### src/rtl/iob_regfile_sp_pkg.sv
// rtl/iob_regfile_sp_pkg.sv - shared state encoding and width helpers for the regfile reader
package iob_regfile_sp_pkg;

    typedef enum logic [1:0] {
        ST_IDLE  = 2'd0,
        ST_READ  = 2'd1,
        ST_DRAIN = 2'd2
    } state_e;

    localparam int ADDR_W_DEFAULT = 2;
    localparam int CNT_W          = ADDR_W_DEFAULT + 1;

    // Remaining-count width: one extra bit so a command may cover more than the whole file.
    function automatic int cnt_w(input int addr_w);
        return addr_w + 1;
    endfunction

endpackage

### src/rtl/iob_regfile_sp_rd_stage.sv
// rtl/iob_regfile_sp_rd_stage.sv - one-entry valid/ready output register with load/consume control
module iob_regfile_sp_rd_stage #(
    parameter int DATA_W = 32
) (
    input  logic              clk,
    input  logic              rst,
    input  logic              load_i,
    input  logic [DATA_W-1:0] data_i,
    input  logic              last_i,
    input  logic              consume_i,
    output logic [DATA_W-1:0] m_data_o,
    output logic              m_last_o,
    output logic              m_valid_o
);

    logic [DATA_W-1:0] data_q;
    logic              last_q;
    logic              valid_q;

    // A load always wins: the controller only loads when the held word is absent or leaving.
    always_ff @(posedge clk) begin
        if (rst) begin
            data_q  <= '0;
            last_q  <= 1'b0;
            valid_q <= 1'b0;
        end else if (load_i) begin
            data_q  <= data_i;
            last_q  <= last_i;
            valid_q <= 1'b1;
        end else if (consume_i) begin
            last_q  <= 1'b0;
            valid_q <= 1'b0;
        end
    end

    assign m_data_o  = data_q;
    assign m_last_o  = last_q;
    assign m_valid_o = valid_q;

endmodule

### src/rtl/iob_regfile_sp_reader.sv
// rtl/iob_regfile_sp_reader.sv - streams a wrapping address range of a single-port regfile out on valid/ready
module iob_regfile_sp_reader
    import iob_regfile_sp_pkg::*;
#(
    parameter int ADDR_W = 2,
    parameter int DATA_W = 32
) (
    input  logic              clk,
    input  logic              rst,
    input  logic              start,
    input  logic [ADDR_W-1:0] first_addr,
    input  logic [ADDR_W:0]   count,
    output logic              busy,
    output logic              done,
    output logic              rf_we,
    output logic [ADDR_W-1:0] rf_addr,
    output logic [DATA_W-1:0] rf_w_data,
    input  logic [DATA_W-1:0] rf_r_data,
    output logic              m_valid,
    input  logic              m_ready,
    output logic [DATA_W-1:0] m_data,
    output logic              m_last
);

    localparam int CW = cnt_w(ADDR_W);

    state_e            state_q, state_d;
    logic [ADDR_W-1:0] addr_q, addr_d;
    logic [CW-1:0]     rem_q, rem_d;
    logic              done_q, done_d;
    logic              load;
    logic              consume;
    logic              last_word;

    assign last_word = (rem_q == CW'(1));

    always_comb begin
        state_d = state_q;
        addr_d  = addr_q;
        rem_d   = rem_q;
        done_d  = 1'b0;
        load    = 1'b0;
        consume = 1'b0;
        case (state_q)
            ST_IDLE: begin
                if (start) begin
                    if (count != '0) begin
                        addr_d  = first_addr;
                        rem_d   = count;
                        state_d = ST_READ;
                    end else begin
                        done_d = 1'b1;
                    end
                end
            end
            ST_READ: begin
                // Loading whenever the output slot is empty or draining keeps the stream bubble-free.
                if ((!m_valid || m_ready) && rem_q != '0) begin
                    load   = 1'b1;
                    addr_d = addr_q + ADDR_W'(1);
                    rem_d  = rem_q - CW'(1);
                    if (last_word) begin
                        state_d = ST_DRAIN;
                    end
                end
            end
            ST_DRAIN: begin
                if (m_valid && m_ready) begin
                    consume = 1'b1;
                    done_d  = 1'b1;
                    state_d = ST_IDLE;
                end
            end
            default: begin
                state_d = ST_IDLE;
            end
        endcase
    end

    always_ff @(posedge clk) begin
        if (rst) begin
            state_q <= ST_IDLE;
            addr_q  <= '0;
            rem_q   <= '0;
            done_q  <= 1'b0;
        end else begin
            state_q <= state_d;
            addr_q  <= addr_d;
            rem_q   <= rem_d;
            done_q  <= done_d;
        end
    end

    iob_regfile_sp_rd_stage #(
        .DATA_W (DATA_W)
    ) u_rd_stage (
        .clk       (clk),
        .rst       (rst),
        .load_i    (load),
        .data_i    (rf_r_data),
        .last_i    (last_word),
        .consume_i (consume),
        .m_data_o  (m_data),
        .m_last_o  (m_last),
        .m_valid_o (m_valid)
    );

    assign busy      = (state_q != ST_IDLE);
    assign done      = done_q;
    assign rf_we     = 1'b0;
    assign rf_w_data = '0;
    assign rf_addr   = addr_q;

endmodule

### config.mk
export PLATFORM = sky130hd
export DESIGN_NAME = iob_regfile_sp_reader
export DESIGN_NICKNAME = d
export VERILOG_FILES = /design/src/rtl/iob_regfile_sp_pkg.sv /design/src/rtl/iob_regfile_sp_rd_stage.sv /design/src/rtl/iob_regfile_sp_reader.sv
export SDC_FILE = /design/constraint.sdc
export NUM_CORES = 1
export LEC_CHECK = 0
export CORE_ASPECT_RATIO = 1.2
export CORE_MARGIN = 4
export CORE_UTILIZATION = 35
export DETAILED_ROUTE_END_ITERATION = 7
export HOLD_SLACK_MARGIN = 0.1
export PLACE_DENSITY = 0.86
export SLEW_MARGIN = 20
export SYNTH_ARGS = -nofsm -noshare
export SYNTH_HDL_FRONTEND = slang
export SYNTH_SLANG_ARGS = --single-unit
### constraint.sdc
create_clock -name clk -period 5.7 [get_ports clk]
set_clock_uncertainty 0.1 [all_clocks]
set_input_delay 1.14 -clock clk [delete_from_list [all_inputs] [get_ports clk]]
set_output_delay 1.14 -clock clk [all_outputs]
set_load 0.005 [all_outputs]
==> results of run 1 <==
[registers in the layout, indices dropped and copies added, names as in the netlist]
register and flops:
u_rd_stage.m_data_o 32, rem_q 3, rf_addr 2, state_q 2, done 1, u_rd_stage.m_last_o 1
u_rd_stage.m_valid_o 1
[per-layer routing]
layer	GRT usage [%]	share of wire [%]
met1	12.82	37
met4	3.816	0.78
met5	0	0
met3	4.724	11
met2	22.98	51
[stage by stage]
step | setup slack [ps] | std cells
global placement | 2431 | 364
detailed placement | 2374 | 364
floorplan | 3527 | 269
global route | 2859 | 372
CTS | 2671 | 371
finish | 2941 | 372
[power groups by stage]
| stage | clock (W) | sequential, W | combinational (W) |
|---|---|---|---|
| floorplan | 0 | 0.000338 | 0.000101 |
| global placement | 0 | 0.000337 | 0.000158 |
| detailed placement | 0 | 0.000338 | 0.000162 |
| CTS | 0.000244 | 0.000331 | 0.000162 |
| global route | 0.000256 | 0.000334 | 0.000183 |
| finish | 0.000233 | 0.000331 | 0.000163 |
[tightest hold or removal path: cells and delay by family (launching register included)]
family             cells  cell delay (ps)
AOI/OAI and AO/OA      1               50
and+or+nand+nor        1               50
DFF                    1              310
[kinds of logic (layout without fill, tap and decap cells)]
group,Yosys count,after routing,synth area share (%)
adders and majority gates,3,3,1.943
DFF,42,42,43.52
buffers and inverters,50,91,17.62
and+or+nand+nor,89,89,20.79
muxes,1,1,0.5182
other,1,33,0.1941
AOI/OAI and AO/OA,51,51,15.41
[placed cells by master, fill, tap and decap left out, types with 2 or more instances in the layout]
cell type | netlist | routed
clkbuf_8 | 0 | 6
a211oi_1 | 2 | 2
conb_1 | 1 | 33
nand3_1 | 3 | 3
nand2b_1 | 2 | 2
nor2_1 | 4 | 4
a21oi_1 | 41 | 41
ha_1 | 3 | 3
inv_1 | 4 | 4
or2_1 | 2 | 2
nand2_1 | 68 | 68
dfxtp_1 | 42 | 42
clkdlybuf4s50_1 | 0 | 78
[layout make-up]
class / instances / area (sq um)
fillers: 520 / 2613
multi-input cells: 177 / 872.1
flip-flops and latches: 42 / 840.8
repair buffers: 80 / 803.3
clock buffers: 6 / 82.58
well taps: 62 / 77.57
clock inverters: 1 / 30.03
inverters: 4 / 15.01
[worst max-delay path by stage]
stage,from,end
detailed placement,m_ready,state_q[1]
CTS,m_ready,state_q[1]
floorplan,count[1],rem_q[1]
global route,m_ready,u_rd_stage.m_data_o[10]
global placement,m_ready,u_rd_stage.m_last_o
finish,m_ready,u_rd_stage.m_last_o
==> flow_summary.toml, run 1 <==
[synth]
yosysWarningCount = 0
syn_area_sq_um = 1932
yosysUniqueCellTypes = 33
synth_top_flop_cell = "dfxtp_1"
syn_avg_cell_area_sq_um = 8.151
synth_common_cells = "nand2_1, dfxtp_1, a21oi_1"
syn_inst = 237
synth_edf_count = 0
yosys.area.top_type = "dfxtp_1"
yosysTopAreaCellShare_pct = 43.52
synthTopCellsByArea = "dfxtp_1, nand2_1, buf_4"
yosysSeqAreaShare_pct = 43.52
synth.most_common_cell = "nand2_1"
synth-seq-cells = 42
synthArstFlopShare_pct = 0

[floorplanning]
initial_utilization_pct = 36.22
die_h_um = 89.39
die_area_sq_um = 6777
rows = 29
ios = 112
die_x_um = 75.82
coreArea_sq_um = 5334

[sta]
slew_headroom_pct = 60.90
holdWs_ps = 354.5
rsz0062_at_grt = "false"
final.setup.tns_ps = 0
post-route-period-util_pct = 48.40
slew_viol_final = 0
tightest_slew_ps = 586.5
hold_viol = 0
fin_crit_ps = 2759
fmax_mhz = 362.5
report.final.setup_viol = 0

[routing]
remaining_drc_errors = 0
vias_per_cell = 4.530
drtIter0Drc = 41
drt_pre_antenna_iters = 4
via_count = 1685
postRouteAntennaNets = 0
wirelength_mm = 4.375
post_drt_wl_per_cell_um = 11.76

[critical_path]
start_kind = "input port"
path_delay_family = "simple AND/OR/NAND/NOR gates"
arrival_ps = 2810
cp_cell_sequence = "clkdlybuf4s50_1 > nor2b_4 > or3_2 > nand3_1 > a21oi_1"
reg2regPathDepth = 6
reg2reg_to = "u_rd_stage.m_last_o"
path_buf_inv = 1
crit_path_end_kind = "flip-flop"
critPathRequiredTime_ps = 5750
r2r_slack_ps = 3520
cp_slowest_cell = "or3_2"
cp.depth = 5
rr_startpoint = "rem_q[0]"
criticalPathCategory = "in -> reg"
cp_max_fo = 33
slowest_delay_ps = 750

[clock_tree]
cts-hold-fix-buffers = 0
clockBufferDepth = 2
cts_setup_buffers = 0
cts_buffers = 5
clkTransAtPathRegs_ps = 70
clock_latency_ps = 280
clock_sinks = 42
postCtsResizedCells = 0
cts_tree = "done"
htree_num_levels = 2
cts-root-buf = "clkbuf_8"

[min_path]
holdPathStages = 2
worstHoldStart = "u_rd_stage.m_data_o[26]"
min_to = "u_rd_stage.m_data_o[26]"
hold_path.class = "reg -> reg"

[pwr]
intPower_w = 0.0005452
p_comb_share_pct = 22.5
p_seq_share_pct = 45.5
ir_drop_uv = 104.0
powerDensity_nw_per_um2 = 267.3
swShare_pct = 25.03
p_leak_nw = 1.006
pwr-share-clk_pct = 32.1
p_switching_w = 0.0001820
fin_total_pwr_w = 0.0007273

[global_routing]
grt_max_degree = 43
grt_antenna_before_repair = 0
grt_pass1_vias = 1526
track_usage_pct = 12.49
grt_pass1_wl_mm = 6.520
overflow = 0

[outcome]
status = "completed"

[placement]
hpwl_mm = 3.261
io_buffers = 78
gp_congestion = 0.7568
post_dp_cell_area_sq_um = 2592

[cells_and_area]
post-route-util_pct = 51.02
diodes = 0
final_cell_area_sq_um = 2721
final_nets = 354
drive_above_1_share_pct = 4.516
synthToLayoutAreaGrowth_pct = 40.87

[job]
maxCapViolations = 0
Power figures use the tool's default switching activity.
==> run 2, diff against run 1 <==
==> constraint.sdc (replaced) <==
create_clock -name clk -period 2.81 [get_ports clk]
set_clock_uncertainty 0.1 [all_clocks]
set_input_delay 0.562 -clock clk [delete_from_list [all_inputs] [get_ports clk]]
set_output_delay 0.562 -clock clk [all_outputs]
set_load 0.005 [all_outputs]
==> flow_summary.toml, run 2 (synthesis gave the netlist of run 1 again) <==
[placement]
io_buffers = 78
post_dp_cell_area_sq_um = 2623
hpwl_mm = 3.400
gp_congestion = 0.7582

[critical_path]
path_buf_inv = 1
cp_max_fo = 6
arrival_ps = 1470
cp_slowest_cell = "clkdlybuf4s50_1"
slowest_delay_ps = 520
start_kind = "flip-flop"
critPathRequiredTime_ps = 2150
cp_cell_sequence = "or2_1 > clkdlybuf4s50_1"
path_delay_family = "buffers and inverters"
criticalPathCategory = "reg -> out"
crit_path_end_kind = "output port"

[sta]
rsz0062_at_grt = "false"
hold_viol = 0
fin_crit_ps = 2131
report.final.setup_viol = 0
holdWs_ps = 356.8
post-route-period-util_pct = 75.83
final.setup.tns_ps = 0
fmax_mhz = 469.3
slew_viol_final = 0

[pwr]
p_switching_w = 0.0003770
pwr-share-clk_pct = 32.3
p_leak_nw = 1.018
swShare_pct = 25.38
p_comb_share_pct = 22.5
powerDensity_nw_per_um2 = 543.1
intPower_w = 0.001108
ir_drop_uv = 254.3
p_seq_share_pct = 45.2

[cells_and_area]
drive_above_1_share_pct = 5.112
largest_reg_flops = 32
nFillCells = 520
final_cell_mix = "clkdlybuf4s50_1, nand2_1, dfxtp_1, a21oi_1, conb_1"
final_nets = 357
diodes = 0
final_cell_area_sq_um = 2735
layout_commonest_cell = "clkdlybuf4s50_1"
synthToLayoutAreaGrowth_pct = 41.58

[floorplanning]
die_h_um = 89.39
ios = 112
die_area_sq_um = 6777
initial_utilization_pct = 36.22
die_x_um = 75.82
rows = 29
coreArea_sq_um = 5334

[global_routing]
grt_pass1_vias = 1479
track_usage_pct = 12.09
grt_pass1_wl_mm = 6.341
grt_antenna_before_repair = 0
grt_max_degree = 26
overflow = 0

[clock_tree]
postCtsResizedCells = 0
clock_sinks = 42
clockBufferDepth = 2
clock_latency_ps = 290
cts_setup_buffers = 0
clkTransAtPathRegs_ps = 80
cts-root-buf = "clkbuf_8"
cts-hold-fix-buffers = 0
htree_num_levels = 2
cts_buffers = 5
cts_tree = "done"

[routing]
postRouteAntennaNets = 0
vias_per_cell = 4.464
drtIter0Drc = 51
via_count = 1674
post_drt_wl_per_cell_um = 11.82
drt_pre_antenna_iters = 4
wirelength_mm = 4.434
remaining_drc_errors = 0

[min_path]
hold_path.class = "reg -> reg"

[outcome]
status = "completed"

[job]
maxCapViolations = 0
[run 2: worst register-to-register path, stage by stage (launching register included)]
cell and delay [ps]:
dfxtp_1 360, inv_1 70, ha_1 200, ha_1 260, or3_1 540, buf_4 280, nand2_1 90, a21oi_1 70
[run 2: area by class of cell]
cell class	count	area (sq um)	share of cell area, %
Tap cell	62	77.57	2.836
Multi-Input combinational cell	177	870.8	31.84
Clock buffer	6	82.58	3.019
Inverter	4	15.01	0.5489
Timing Repair Buffer	83	818.3	29.92
Clock inverter	1	30.03	1.098
Sequential cell	42	840.8	30.74
[run 2: per-stage QoR]
step | worst slack [ps] | cells | utilization, % | total power, W
6_report | 679.2 | 375 | 51.28 | 0.001485
5_1_grt | 572.9 | 375 | 51.28 | 0.001570
4_1_cts | 658.5 | 375 | 51.28 | 0.001509
3_5_place_dp | 397.7 | 368 | 49.17 | 0.001023
3_3_place_gp | 425.0 | 368 | 49.17 | 0.001014
2_1_floorplan | 992.9 | 269 | - | 0.0008905
[run 2: layer usage]
layer | vias to the layer above | track usage (%) | share of wire [%]
met5 | - | 0 | 0
met1 | 731 | 13.18 | 39
met2 | 76 | 21.50 | 50
met4 | 0 | 4.452 | 1.8
li1 | 859 | - | -
met3 | 8 | 3.825 | 9.8
[run 2: worst paths after layout]
kind                                           endpoint  depth (start not counted)  slack [ps]                    start
worst min-delay path            u_rd_stage.m_data_o[14]                          2         360  u_rd_stage.m_data_o[14]
worst max register to register  u_rd_stage.m_data_o[15]                          7         710                 rem_q[0]
worst max-delay path                               busy                          2         680               state_q[0]
worst min register to register  u_rd_stage.m_data_o[14]                          2         360  u_rd_stage.m_data_o[14]
[run 2: power groups by stage]
stage	clock, W	combinational, W	sequential [W]
final	0.000479	0.000334	0.000672
after global placement	0	0.000331	0.000684
after CTS	0.000499	0.000339	0.000672
after detailed placement	0	0.000337	0.000686
after floorplan	0	0.000204	0.000686
after global routing	0.000520	0.000372	0.000678
==> run 3, diff against run 2 <==
--- a/config.mk
+++ b/config.mk
@@ -7,10 +7,10 @@
 export LEC_CHECK = 0
 export CORE_ASPECT_RATIO = 1.2
 export CORE_MARGIN = 4
-export CORE_UTILIZATION = 35
+export CORE_UTILIZATION = 34
 export DETAILED_ROUTE_END_ITERATION = 7
 export HOLD_SLACK_MARGIN = 0.1
-export PLACE_DENSITY = 0.86
+export PLACE_DENSITY = 0.87
 export SLEW_MARGIN = 20
 export SYNTH_ARGS = -nofsm -noshare
 export SYNTH_HDL_FRONTEND = slang
==> constraint.sdc (replaced) <==
create_clock -name clk -period 1.7 [get_ports clk]
set_clock_uncertainty 0.1 [all_clocks]
set_input_delay 0.34 -clock clk [delete_from_list [all_inputs] [get_ports clk]]
set_output_delay 0.34 -clock clk [all_outputs]
set_load 0.005 [all_outputs]
==> flow_summary.toml, run 3 (synthesis gave the netlist of run 1 again) <==
[routing]
drtIter0Drc = 30
wirelength_mm = 5.348
drt_pre_antenna_iters = 4
via_count = 1820
vias_per_cell = 4.631
postRouteAntennaNets = 0
post_drt_wl_per_cell_um = 13.61
remaining_drc_errors = 0

[floorplanning]
die_area_sq_um = 6957
ios = 112
initial_utilization_pct = 35.73
die_h_um = 90.57
die_x_um = 76.81
coreArea_sq_um = 5406
rows = 29

[sta]
post-route-period-util_pct = 99.16
report.final.setup_viol = 0
hold_viol = 0
final.setup.tns_ps = 0
rsz0062_at_grt = "true"
fin_crit_ps = 1686
slew_viol_final = 0
fmax_mhz = 593.2

[pwr]
fin_total_pwr_w = 0.002599
powerDensity_nw_per_um2 = 808.2
ir_drop_uv = 420.6
p_leak_nw = 1.271

[clock_tree]
htree_num_levels = 2
cts_tree = "done"
cts-root-buf = "clkbuf_8"
clock_latency_ps = 290
cts_buffers = 5
clkTransAtPathRegs_ps = 80
clock_sinks = 42
clockBufferDepth = 2
cts-hold-fix-buffers = 0

[global_routing]
overflow = 0
grt_antenna_before_repair = 0
grt_max_degree = 30
grt_pass1_wl_mm = 7.879
track_usage_pct = 13.87
grt_pass1_vias = 1680

[min_path]
hold_path.class = "reg -> reg"
worstHoldStart = "u_rd_stage.m_data_o[0]"

[critical_path]
cp_max_fo = 5
crit_path_end_kind = "flip-flop"
critPathRequiredTime_ps = 1830
slowest_delay_ps = 340
arrival_ps = 1810
cp_slowest_cell = "dfxtp_2"
cp_cell_sequence = "inv_2 > ha_4 > ha_4 > buf_6 > nor3_4 > buf_6 > buf_8 > nand2_2 > a21oi_2"
startpoint = "rem_q[0]"
path_delay_family = "buffers and inverters"
criticalPathCategory = "reg -> reg"
path_buf_inv = 4
start_kind = "flip-flop"
rr_startpoint = "rem_q[0]"

[cells_and_area]
synthToLayoutAreaGrowth_pct = 66.45
drive_above_1_share_pct = 26.89
nFillCells = 489
largest_reg_flops = 32
layout_commonest_cell = "clkdlybuf4s50_1"
post-route-util_pct = 59.48
final_cell_area_sq_um = 3216
final_cell_mix = "clkdlybuf4s50_1, nand2_1, dfxtp_1, conb_1, a21oi_2"
final_nets = 374
diodes = 0

[placement]
io_buffers = 78
hpwl_mm = 3.650
gp_congestion = 0.7705
post_dp_cell_area_sq_um = 2743

[outcome]
status = "completed"

[job]
maxCapViolations = 0
run 3: cell types whose count changed in the layout (fill, tap and decap cells not counted), moves of 5 or more:
cell,change
nand2_4,+14
a21oi_2,+26
dfxtp_1,-5
buf_4,+5
dfxtp_2,+5
a21oi_1,-26
nand2_1,-16
run 3: worst paths after layout:
kind / end / slack, ps / cells after the start
max: u_rd_stage.m_data_o[24] / 10 / 9
max reg2reg: u_rd_stage.m_data_o[24] / 10 / 9
min reg2reg: u_rd_stage.m_data_o[0] / 360 / 2
min: u_rd_stage.m_data_o[0] / 360 / 2
run 3: metrics by stage:
| stage | hold WS, ps | cells | setup WS (ps) |
|---|---|---|---|
| 2_1_floorplan | 352.7 | 269 | 39.29 |
| 3_3_place_gp | 341.3 | 377 | -240.8 |
| 3_5_place_dp | 345.9 | 377 | -268.1 |
| 4_1_cts | 357.6 | 391 | 0.1866 |
| 5_1_grt | 384.3 | 393 | -94.63 |
| 6_report | 360.2 | 393 | 14.31 |
run 3: repair_timing:
action	4_1_cts	5_1_grt
cloned	3	1
pin swaps	3	33
resized for setup	17	70
endpoints found under the hold margin	0	0
setup buffers	3	1
endpoints found under the setup margin	37	39
run 3: cell type report:
class,count,area (sq um),share of cell area (%)
multi-input cells,177,1129,35.10
repair buffers,100,1052,32.72
flip-flops and latches,42,847.1,26.34
clock buffers,6,82.58,2.568
well taps,62,77.57,2.412
inverters,4,15.01,0.4669
clock inverters,2,12.51,0.3891
run 3: report_power, final:
part	total, W	internal, W	switching, W	leakage (nW)
Sequential	0.00111	0.00106	0.0000477	0.344
Clock	0.000664	0.000326	0.000337	0.0472
Combinational	0.000823	0.000455	0.000368	0.880
run 3: worst min-delay path: cells and delay by family (launching register included):
family / cells / cell delay, ps
AND/OR/NAND/NOR: 1 / 60
AO/OA/AOI/OAI: 1 / 40
flip-flops: 1 / 310
run 3: per-layer routing:
metal / up-vias / GRT usage [%] / wire length, um
li1: 897 / - / -
met1: 834 / 14.41 / 2037
met2: 77 / 26.02 / 2876
met3: 12 / 3.693 / 322
met4: 0 / 5.438 / 112
met5: - / 0 / 0
